## src/rtl/pico_l1_pkg.sv

```systemverilog
// Shared types, address-split widths and the byte-merge helper for the pico L1 responder.
package pico_l1_pkg;

  typedef enum logic [2:0] {IDLE, LOOKUP, FILL, WRITE, RESP} l1_state_t;

  localparam int OFFSET_W = 2;
  localparam int INDEX_W  = 5;
  localparam int TAG_W    = 9 - INDEX_W - OFFSET_W;

  function automatic logic [31:0] byte_merge(input logic [31:0] old_word,
                                             input logic [31:0] new_word,
                                             input logic [3:0]  strb);
    logic [31:0] res;
    res = old_word;
    for (int i = 0; i < 4; i++) begin
      if (strb[i]) res[8*i +: 8] = new_word[8*i +: 8];
    end
    return res;
  endfunction

endpackage

```

## src/rtl/pico_l1_responder_if.sv

```systemverilog
// Core-side, backing-side and snoop signals of the pico L1 responder, grouped with modports.
interface pico_l1_responder_if #(
  parameter int ADDR_W = 9,
  parameter int DATA_W = 32
);
  logic              mem_valid;
  logic              mem_instr;
  logic [ADDR_W-1:0] mem_addr;
  logic [DATA_W-1:0] mem_wdata;
  logic [3:0]        mem_wstrb;
  logic              mem_ready;
  logic [DATA_W-1:0] mem_rdata;

  logic              bk_valid;
  logic              bk_we;
  logic [ADDR_W-1:0] bk_addr;
  logic [DATA_W-1:0] bk_wdata;
  logic [3:0]        bk_wstrb;
  logic              bk_ready;
  logic [DATA_W-1:0] bk_rdata;

  logic              snoop_inv;
  logic [ADDR_W-1:0] snoop_addr;

  modport slave (
    input  mem_valid, mem_instr, mem_addr, mem_wdata, mem_wstrb,
    output mem_ready, mem_rdata,
    output bk_valid, bk_we, bk_addr, bk_wdata, bk_wstrb,
    input  bk_ready, bk_rdata,
    input  snoop_inv, snoop_addr
  );

  modport master (
    output mem_valid, mem_instr, mem_addr, mem_wdata, mem_wstrb,
    input  mem_ready, mem_rdata,
    input  bk_valid, bk_we, bk_addr, bk_wdata, bk_wstrb,
    output bk_ready, bk_rdata,
    output snoop_inv, snoop_addr
  );
endinterface

```

## src/rtl/pico_l1_tagram.sv

```systemverilog
// Valid/tag/data arrays of the direct-mapped L1: one combinational read port, one write port,
// one snoop-invalidate port that overrides a same-edge write to the same line.
module pico_l1_tagram
  import pico_l1_pkg::*;
#(
  parameter int LINES  = 32,
  parameter int IDX_W  = INDEX_W,
  parameter int TG_W   = TAG_W,
  parameter int DATA_W = 32
) (
  input  logic              clk,
  input  logic              reset,
  input  logic [IDX_W-1:0]  rd_idx,
  output logic              rd_valid,
  output logic [TG_W-1:0]   rd_tag,
  output logic [DATA_W-1:0] rd_data,
  input  logic              wr_en,
  input  logic [IDX_W-1:0]  wr_idx,
  input  logic [TG_W-1:0]   wr_tag,
  input  logic [DATA_W-1:0] wr_data,
  input  logic              inv_en,
  input  logic [IDX_W-1:0]  inv_idx,
  input  logic [TG_W-1:0]   inv_tag
);

  logic [LINES-1:0]  valid_r;
  logic [TG_W-1:0]   tag_r  [LINES];
  logic [DATA_W-1:0] data_r [LINES];

  logic inv_hit_stored;
  logic inv_hit_wr;
  logic inv_kill;
  logic wr_blocked;

  assign rd_valid = valid_r[rd_idx];
  assign rd_tag   = tag_r[rd_idx];
  assign rd_data  = data_r[rd_idx];

  // A snoop matches either the resident line or the line being written on this edge.
  assign inv_hit_stored = inv_en && valid_r[inv_idx] && (tag_r[inv_idx] == inv_tag);
  assign inv_hit_wr     = inv_en && wr_en && (wr_idx == inv_idx) && (wr_tag == inv_tag);
  assign inv_kill       = inv_hit_stored || inv_hit_wr;
  assign wr_blocked     = inv_kill && (wr_idx == inv_idx);

  always_ff @(posedge clk or posedge reset) begin
    if (reset) begin
      valid_r <= '0;
    end else begin
      if (wr_en && !wr_blocked) valid_r[wr_idx] <= 1'b1;
      if (inv_kill)             valid_r[inv_idx] <= 1'b0;
    end
  end

  always_ff @(posedge clk) begin
    if (wr_en && !wr_blocked) begin
      tag_r[wr_idx]  <= wr_tag;
      data_r[wr_idx] <= wr_data;
    end
  end

endmodule

```

## src/rtl/pico_l1_responder.sv

```systemverilog
// Direct-mapped, write-through, no-write-allocate L1 on the picorv32 native memory bus.
// Optional hit/miss/ifetch counters are built when PICO_L1_STATS_EN is defined.
module pico_l1_responder
  import pico_l1_pkg::*;
#(
  parameter int ADDR_W = 9,
  parameter int LINES  = 32,
  parameter int DATA_W = 32
) (
  input  logic                clk,
  input  logic                reset,
  pico_l1_responder_if.slave  bus
`ifdef PICO_L1_STATS_EN
  ,
  output logic [31:0]         stat_hits,
  output logic [31:0]         stat_misses,
  output logic [31:0]         stat_ifetch
`endif
);

  localparam int IDX_W  = $clog2(LINES);
  localparam int WORD_W = ADDR_W - OFFSET_W;
  localparam int TG_W   = WORD_W - IDX_W;

  l1_state_t         state;
  logic [WORD_W-1:0] word_q;
  logic [DATA_W-1:0] wdata_q;
  logic [3:0]        wstrb_q;

  logic              rd_valid;
  logic [TG_W-1:0]   rd_tag;
  logic [DATA_W-1:0] rd_data;
  logic [IDX_W-1:0]  idx_q;
  logic [TG_W-1:0]   tag_q;
  logic              hit;
  logic              fill_done;
  logic              merge_done;
  logic              wr_en;
  logic [DATA_W-1:0] wr_data;
  logic              unused_ok;

  assign idx_q      = word_q[IDX_W-1:0];
  assign tag_q      = word_q[WORD_W-1:IDX_W];
  assign hit        = rd_valid && (rd_tag == tag_q);
  assign fill_done  = (state == FILL) && bus.bk_ready;
  assign merge_done = (state == WRITE) && bus.bk_ready && hit;
  assign wr_en      = fill_done || merge_done;
  assign wr_data    = fill_done ? bus.bk_rdata : byte_merge(rd_data, wdata_q, wstrb_q);
  assign unused_ok  = &{1'b0, bus.mem_addr[OFFSET_W-1:0], bus.snoop_addr[OFFSET_W-1:0], bus.mem_instr};

  pico_l1_tagram #(
    .LINES  (LINES),
    .IDX_W  (IDX_W),
    .TG_W   (TG_W),
    .DATA_W (DATA_W)
  ) u_tagram (
    .clk      (clk),
    .reset    (reset),
    .rd_idx   (idx_q),
    .rd_valid (rd_valid),
    .rd_tag   (rd_tag),
    .rd_data  (rd_data),
    .wr_en    (wr_en),
    .wr_idx   (idx_q),
    .wr_tag   (tag_q),
    .wr_data  (wr_data),
    .inv_en   (bus.snoop_inv),
    .inv_idx  (bus.snoop_addr[OFFSET_W +: IDX_W]),
    .inv_tag  (bus.snoop_addr[ADDR_W-1 -: TG_W])
  );

  // Request capture: the core holds its request, so only the IDLE acceptance edge matters.
  always_ff @(posedge clk) begin
    if (state == IDLE && bus.mem_valid) begin
      word_q  <= bus.mem_addr[ADDR_W-1:OFFSET_W];
      wdata_q <= bus.mem_wdata;
      wstrb_q <= bus.mem_wstrb;
    end
  end

  always_ff @(posedge clk or posedge reset) begin
    if (reset) begin
      state         <= IDLE;
      bus.mem_ready <= 1'b0;
      bus.mem_rdata <= '0;
      bus.bk_valid  <= 1'b0;
      bus.bk_we     <= 1'b0;
      bus.bk_addr   <= '0;
      bus.bk_wdata  <= '0;
      bus.bk_wstrb  <= '0;
    end else begin
      case (state)
        IDLE: begin
          if (bus.mem_valid) state <= LOOKUP;
        end
        LOOKUP: begin
          if (wstrb_q != 4'b0000) begin
            state        <= WRITE;
            bus.bk_valid <= 1'b1;
            bus.bk_we    <= 1'b1;
            bus.bk_addr  <= {word_q, {OFFSET_W{1'b0}}};
            bus.bk_wdata <= wdata_q;
            bus.bk_wstrb <= wstrb_q;
          end else if (hit) begin
            state         <= RESP;
            bus.mem_rdata <= rd_data;
            bus.mem_ready <= 1'b1;
          end else begin
            state        <= FILL;
            bus.bk_valid <= 1'b1;
            bus.bk_we    <= 1'b0;
            bus.bk_addr  <= {word_q, {OFFSET_W{1'b0}}};
            bus.bk_wstrb <= 4'b0000;
          end
        end
        FILL: begin
          if (bus.bk_ready) begin
            state         <= RESP;
            bus.bk_valid  <= 1'b0;
            bus.mem_rdata <= bus.bk_rdata;
            bus.mem_ready <= 1'b1;
          end
        end
        WRITE: begin
          if (bus.bk_ready) begin
            state         <= RESP;
            bus.bk_valid  <= 1'b0;
            bus.bk_we     <= 1'b0;
            bus.mem_ready <= 1'b1;
          end
        end
        RESP: begin
          state         <= IDLE;
          bus.mem_ready <= 1'b0;
        end
        default: state <= IDLE;
      endcase
    end
  end

`ifdef PICO_L1_STATS_EN
  function automatic logic [31:0] sat_inc(input logic [31:0] v);
    return (&v) ? v : v + 32'd1;
  endfunction

  logic instr_q;

  always_ff @(posedge clk) begin
    if (state == IDLE && bus.mem_valid) instr_q <= bus.mem_instr;
  end

  // Reads only, sampled at the lookup decision.
  always_ff @(posedge clk or posedge reset) begin
    if (reset) begin
      stat_hits   <= '0;
      stat_misses <= '0;
      stat_ifetch <= '0;
    end else if (state == LOOKUP && wstrb_q == 4'b0000) begin
      if (hit) stat_hits   <= sat_inc(stat_hits);
      else     stat_misses <= sat_inc(stat_misses);
      if (instr_q) stat_ifetch <= sat_inc(stat_ifetch);
    end
  end
`endif

endmodule

```

## src/flat_wrapper.sv

```systemverilog
// flat-port wrapper written by rule: the top's interface ports become plain ports
module pico_l1_responder_flat import pico_l1_pkg::*;
#(
  parameter int ADDR_W = 9,
  parameter int LINES  = 32,
  parameter int DATA_W = 32
)
  (clk, reset, bus_mem_valid, bus_mem_instr, bus_mem_addr, bus_mem_wdata, bus_mem_wstrb, bus_mem_ready, bus_mem_rdata, bus_bk_valid, bus_bk_we, bus_bk_addr, bus_bk_wdata, bus_bk_wstrb, bus_bk_ready, bus_bk_rdata, bus_snoop_inv, bus_snoop_addr);
  pico_l1_responder_if #(.ADDR_W(ADDR_W), .DATA_W(DATA_W)) bus_i ();
  input  logic clk;
  input  logic reset;
  input wire logic [$bits(bus_i.mem_valid)-1:0] bus_mem_valid;
  input wire logic [$bits(bus_i.mem_instr)-1:0] bus_mem_instr;
  input wire logic [$bits(bus_i.mem_addr)-1:0] bus_mem_addr;
  input wire logic [$bits(bus_i.mem_wdata)-1:0] bus_mem_wdata;
  input wire logic [$bits(bus_i.mem_wstrb)-1:0] bus_mem_wstrb;
  output wire logic [$bits(bus_i.mem_ready)-1:0] bus_mem_ready;
  output wire logic [$bits(bus_i.mem_rdata)-1:0] bus_mem_rdata;
  output wire logic [$bits(bus_i.bk_valid)-1:0] bus_bk_valid;
  output wire logic [$bits(bus_i.bk_we)-1:0] bus_bk_we;
  output wire logic [$bits(bus_i.bk_addr)-1:0] bus_bk_addr;
  output wire logic [$bits(bus_i.bk_wdata)-1:0] bus_bk_wdata;
  output wire logic [$bits(bus_i.bk_wstrb)-1:0] bus_bk_wstrb;
  input wire logic [$bits(bus_i.bk_ready)-1:0] bus_bk_ready;
  input wire logic [$bits(bus_i.bk_rdata)-1:0] bus_bk_rdata;
  input wire logic [$bits(bus_i.snoop_inv)-1:0] bus_snoop_inv;
  input wire logic [$bits(bus_i.snoop_addr)-1:0] bus_snoop_addr;
  assign bus_i.mem_valid = bus_mem_valid;
  assign bus_i.mem_instr = bus_mem_instr;
  assign bus_i.mem_addr = bus_mem_addr;
  assign bus_i.mem_wdata = bus_mem_wdata;
  assign bus_i.mem_wstrb = bus_mem_wstrb;
  assign bus_mem_ready = bus_i.mem_ready;
  assign bus_mem_rdata = bus_i.mem_rdata;
  assign bus_bk_valid = bus_i.bk_valid;
  assign bus_bk_we = bus_i.bk_we;
  assign bus_bk_addr = bus_i.bk_addr;
  assign bus_bk_wdata = bus_i.bk_wdata;
  assign bus_bk_wstrb = bus_i.bk_wstrb;
  assign bus_i.bk_ready = bus_bk_ready;
  assign bus_i.bk_rdata = bus_bk_rdata;
  assign bus_i.snoop_inv = bus_snoop_inv;
  assign bus_i.snoop_addr = bus_snoop_addr;
  pico_l1_responder #(.ADDR_W(ADDR_W), .LINES(LINES), .DATA_W(DATA_W)) u_core (.clk(clk), .reset(reset), .bus(bus_i));
endmodule
```

## config.mk

```make
export PLATFORM = sky130hd
export DESIGN_NAME = pico_l1_responder_flat
export DESIGN_NICKNAME = d
export VERILOG_FILES = /design/src/rtl/pico_l1_pkg.sv /design/src/rtl/pico_l1_responder_if.sv /design/src/rtl/pico_l1_tagram.sv /design/src/rtl/pico_l1_responder.sv /design/src/flat_wrapper.sv
export SDC_FILE = /design/constraint.sdc
export NUM_CORES = 1
export LEC_CHECK = 0
export CAP_MARGIN = 20
export CORE_ASPECT_RATIO = 0.9
export CORE_UTILIZATION = 60
export CTS_BUF_LIST = sky130_fd_sc_hd__clkbuf_8
export DETAILED_ROUTE_END_ITERATION = 10
export GPL_TIMING_DRIVEN = 0
export PLACE_DENSITY = 0.89
export SETUP_SLACK_MARGIN = 0.2
export SLEW_MARGIN = 15
export SYNTH_ARGS = -nofsm -noshare
export SYNTH_HDL_FRONTEND = slang
export SYNTH_SLANG_ARGS = --single-unit
```

## constraint.sdc

```tcl
create_clock -name clk -period 18.4 [get_ports clk]
set_input_delay 3.68 -clock clk [delete_from_list [all_inputs] [get_ports clk]]
set_output_delay 3.68 -clock clk [all_outputs]
set_load 0.01 [all_outputs]
```

==> impl_metrics.tcl <==
set metrics [dict create \
    areaGrowthSynthToFinish_pct 18.2 \
    slew_viol_final 0 \
    grt_max_degree 69 \
    die_area_um2 83800 \
    cts.hold.buffers_added 0 \
    path_class "input pin to flip-flop" \
    core.rowCount 99 \
    worst_pin_slew_ps 1230 \
    synth.top_cells.by_count "edfxtp_1, mux4_2, mux2i_1, dfrtp_1, mux2_2" \
    final.min_clock_period_ps 8580 \
    dp_hpwl_um 104000 \
    finalInstanceArea_um2 58600 \
    cts_resized 0 \
    setup_tns_ps 0 \
    grt_pass1_wl_um 209000 \
    period_share_pct 46.6 \
    place.gp.congestion 0.907 \
    hold_start "u_core.bus.bk_addr[8]" \
    synth_area_leaders "edfxtp_1, mux4_2, dfrtp_1, mux2i_1, mux2_2" \
    core_um2 81400 \
    io_pins 172 \
    drc 0 \
    drt_iter0_drc 5213 \
    synth_cell_type_count 51 \
    syn_inst 2303 \
    crit_path_cell_trace "clkdlybuf4s50_1, clkbuf_1, clkbuf_1, nand3b_1, o221ai_1, a21oi_1, o21ai_0, xnor2_1, nand2_1, o41ai_1, clkbuf_2, clkbuf_1, nor4_2, buf_4, buf_4, buf_4, buf_2, buf_2" \
    synth-seq-area-share_pct 74.4 \
    cts_made_buffers 182 \
    synth_area_um2 49600 \
    critPathLaunchType "input pin" \
    dr.pass1.iters 5 \
    via_per_inst 7.00 \
    drv_cap 0 \
    cts_max_level 4 \
    synth_edf_count 1131 \
    syn_area_per_cell_um2 21.5 \
    critPathLaunch "bus_snoop_addr[5]" \
    wl_per_cell_um 35.9 \
    p_per_area_nw_per_um2 148 \
    num_vias 29200 \
    cts_sinks 1249 \
    peakVddDrop_mv 0.109 \
    antenna_found_initial 8 \
    hold_class "flip-flop to flip-flop" \
    synth_warnings 0 \
    cts-root-buf "clkbuf_8" \
    grt_overflow 0 \
    grt.total_usage_pct 36.1 \
    fin_cells 4166 \
    antenna_left 0 \
    initial_utilization_pct 60.9 \
    drt_wl_total_um 150000 \
    clock_latency_ps 860 \
    fmax_mhz 117 \
    crit_slowest_cell "nor4_2" \
    fillers 4267 \
    finalSetupViolCount 0 \
    end_kind "flip-flop" \
    cp.arrival_ps 9130 \
    slew_headroom_pct 17.4 \
    ys_async_sr_fraction_pct 9.05 \
    cts_tree "yes" \
    drive_above_1_share_pct 35.2 \
    path_max_fanout 10 \
    nets 3046 \
    skew_ps 51.7 \
    synth_top_cell_by_area "edfxtp_1" \
    netlist.area_leader.share_pct 68.5 \
    post_dp_cell_area_um2 54900 \
    numPlacedInstances 3818 \
    fin_util_pct 72.0 \
    synth_flop_cell "edfxtp_1" \
    grt_pass1_vias 30100 \
    dieWidth_um 305 \
    post_cts.repair.setup_buffers 0 \
    synth_seq_cells 1249 \
    finalHoldViolCount 0 \
    die_y_um 275 \
    rsz0062_at_grt "false" \
    synth.most_common_cell "edfxtp_1" \
    cp_slowest_stage_delay_ps 770 \
    crit_required_ps 18940 \
    ctsLongestPathBuffers 3 \
    p_leak_nw 20.3 \
    io_buffers 163 \
    clk_pin_slew_worst_paths_ps 60 \
    status "complete, no violations" \
]
-- layout by cell type, fill, tap and decap left out, types with 8 or more instances in the layout --
master	n
edfxtp_1	1131
mux4_2	340
clkbuf_8	203
buf_2	167
clkdlybuf4s50_1	163
mux2i_1	141
dfrtp_1	113
buf_4	103
inv_1	101
mux2_2	97
clkbuf_1	71
nand2_1	50
buf_1	37
buf_6	34
o21ai_2	32
nor4_2	32
clkinv_1	30
o22a_1	24
clkinv_2	21
o22ai_1	18
clkbuf_2	16
buf_8	15
nor2_1	13
or3_1	11
nand3_1	8
-- sequential cells by signal (all words and copies together) (netlist names), named ones only --
| signal | cells |
|---|---|
| u_core.bus.mem_ready | 1 |
| u_core.bus.bk_wstrb | 4 |
| u_core.wdata_q | 32 |
| u_core.wstrb_q | 4 |
| u_core.word_q | 7 |
| u_core.bus.mem_rdata | 32 |
| u_core.bus.bk_valid | 1 |
| u_core.bus.bk_we | 1 |
| u_core.state | 3 |
| u_core.u_tagram.tag_r | 64 |
| u_core.bus.bk_addr | 7 |
| u_core.u_tagram.valid_r | 32 |
| u_core.u_tagram.data_r | 1024 |
| u_core.bus.bk_wdata | 32 |
-- report_power, final --
part	switching [mW]	internal [mW]
Sequential	0.119	3.75
Clock	1.08	1.07
Combinational	1.58	1.09
-- logic make-up after synthesis --
kind of cell / synth area share [%]
flops: 74.4
mux: 20.5
buf+inv: 1.47
simple gates: 1.81
compound gates: 1.59
xor+xnor: 0.194
other cells: 0.00757
-- critical path, delay by kind of cell --
kind                   cells  cell delay [ps]
buffers and inverters     10             3320
XOR/XNOR                   1              140
AO/OA/AOI/OAI              4              730
AND/OR/NAND/NOR            3             1240
-- area by class of cell --
cell class	count	area (um^2)	area share (%)
Clock inverter	131	709	1.21
Multi-Input combinational cell	872	12300	21.0
Antenna cell	2	5.00	0.00854
Timing Repair Buffer	466	3810	6.51
Inverter	40	155	0.265
Tap cell	1060	1330	2.26
Buffer	143	604	1.03
Clock buffer	203	2790	4.77
Sequential cell	1249	36900	63.0
-- metal layers --
layer	part of all wire [%]	wire length, um	track usage, %
met1	31	46600	43.2
met5	0.041	61	0.332
met3	15	22800	13.5
met4	6.2	9340	21.4
met2	47	70800	56.8
-- through the flow --
step,total power [mW],hold slack (ps),worst slack [ps]
after floorplan,5.35,471,8750
after global placement,6.16,461,1390
after detailed placement,6.46,484,9030
after CTS,8.59,512,9890
after global routing,8.89,529,9860
final,8.69,516,9820
-- path summary, 6_finish.rpt --
kind / endpoint / slack (ps) / depth (start not counted)
max reg2reg: u_core.u_tagram.data_r[11][12] / 12400 / 16
min reg2reg: u_core.bus.bk_addr[8] / 520 / 1
max: u_core.u_tagram.data_r[11][12] / 9820 / 18
min: u_core.bus.bk_addr[8] / 520 / 1
max in group asynchronous: u_core.bus.mem_rdata[28] / 14280 / 3
min in group asynchronous: u_core.bus.bk_addr[4] / 3240 / 2
No activity file was read; power rests on OpenSTA's default activity.
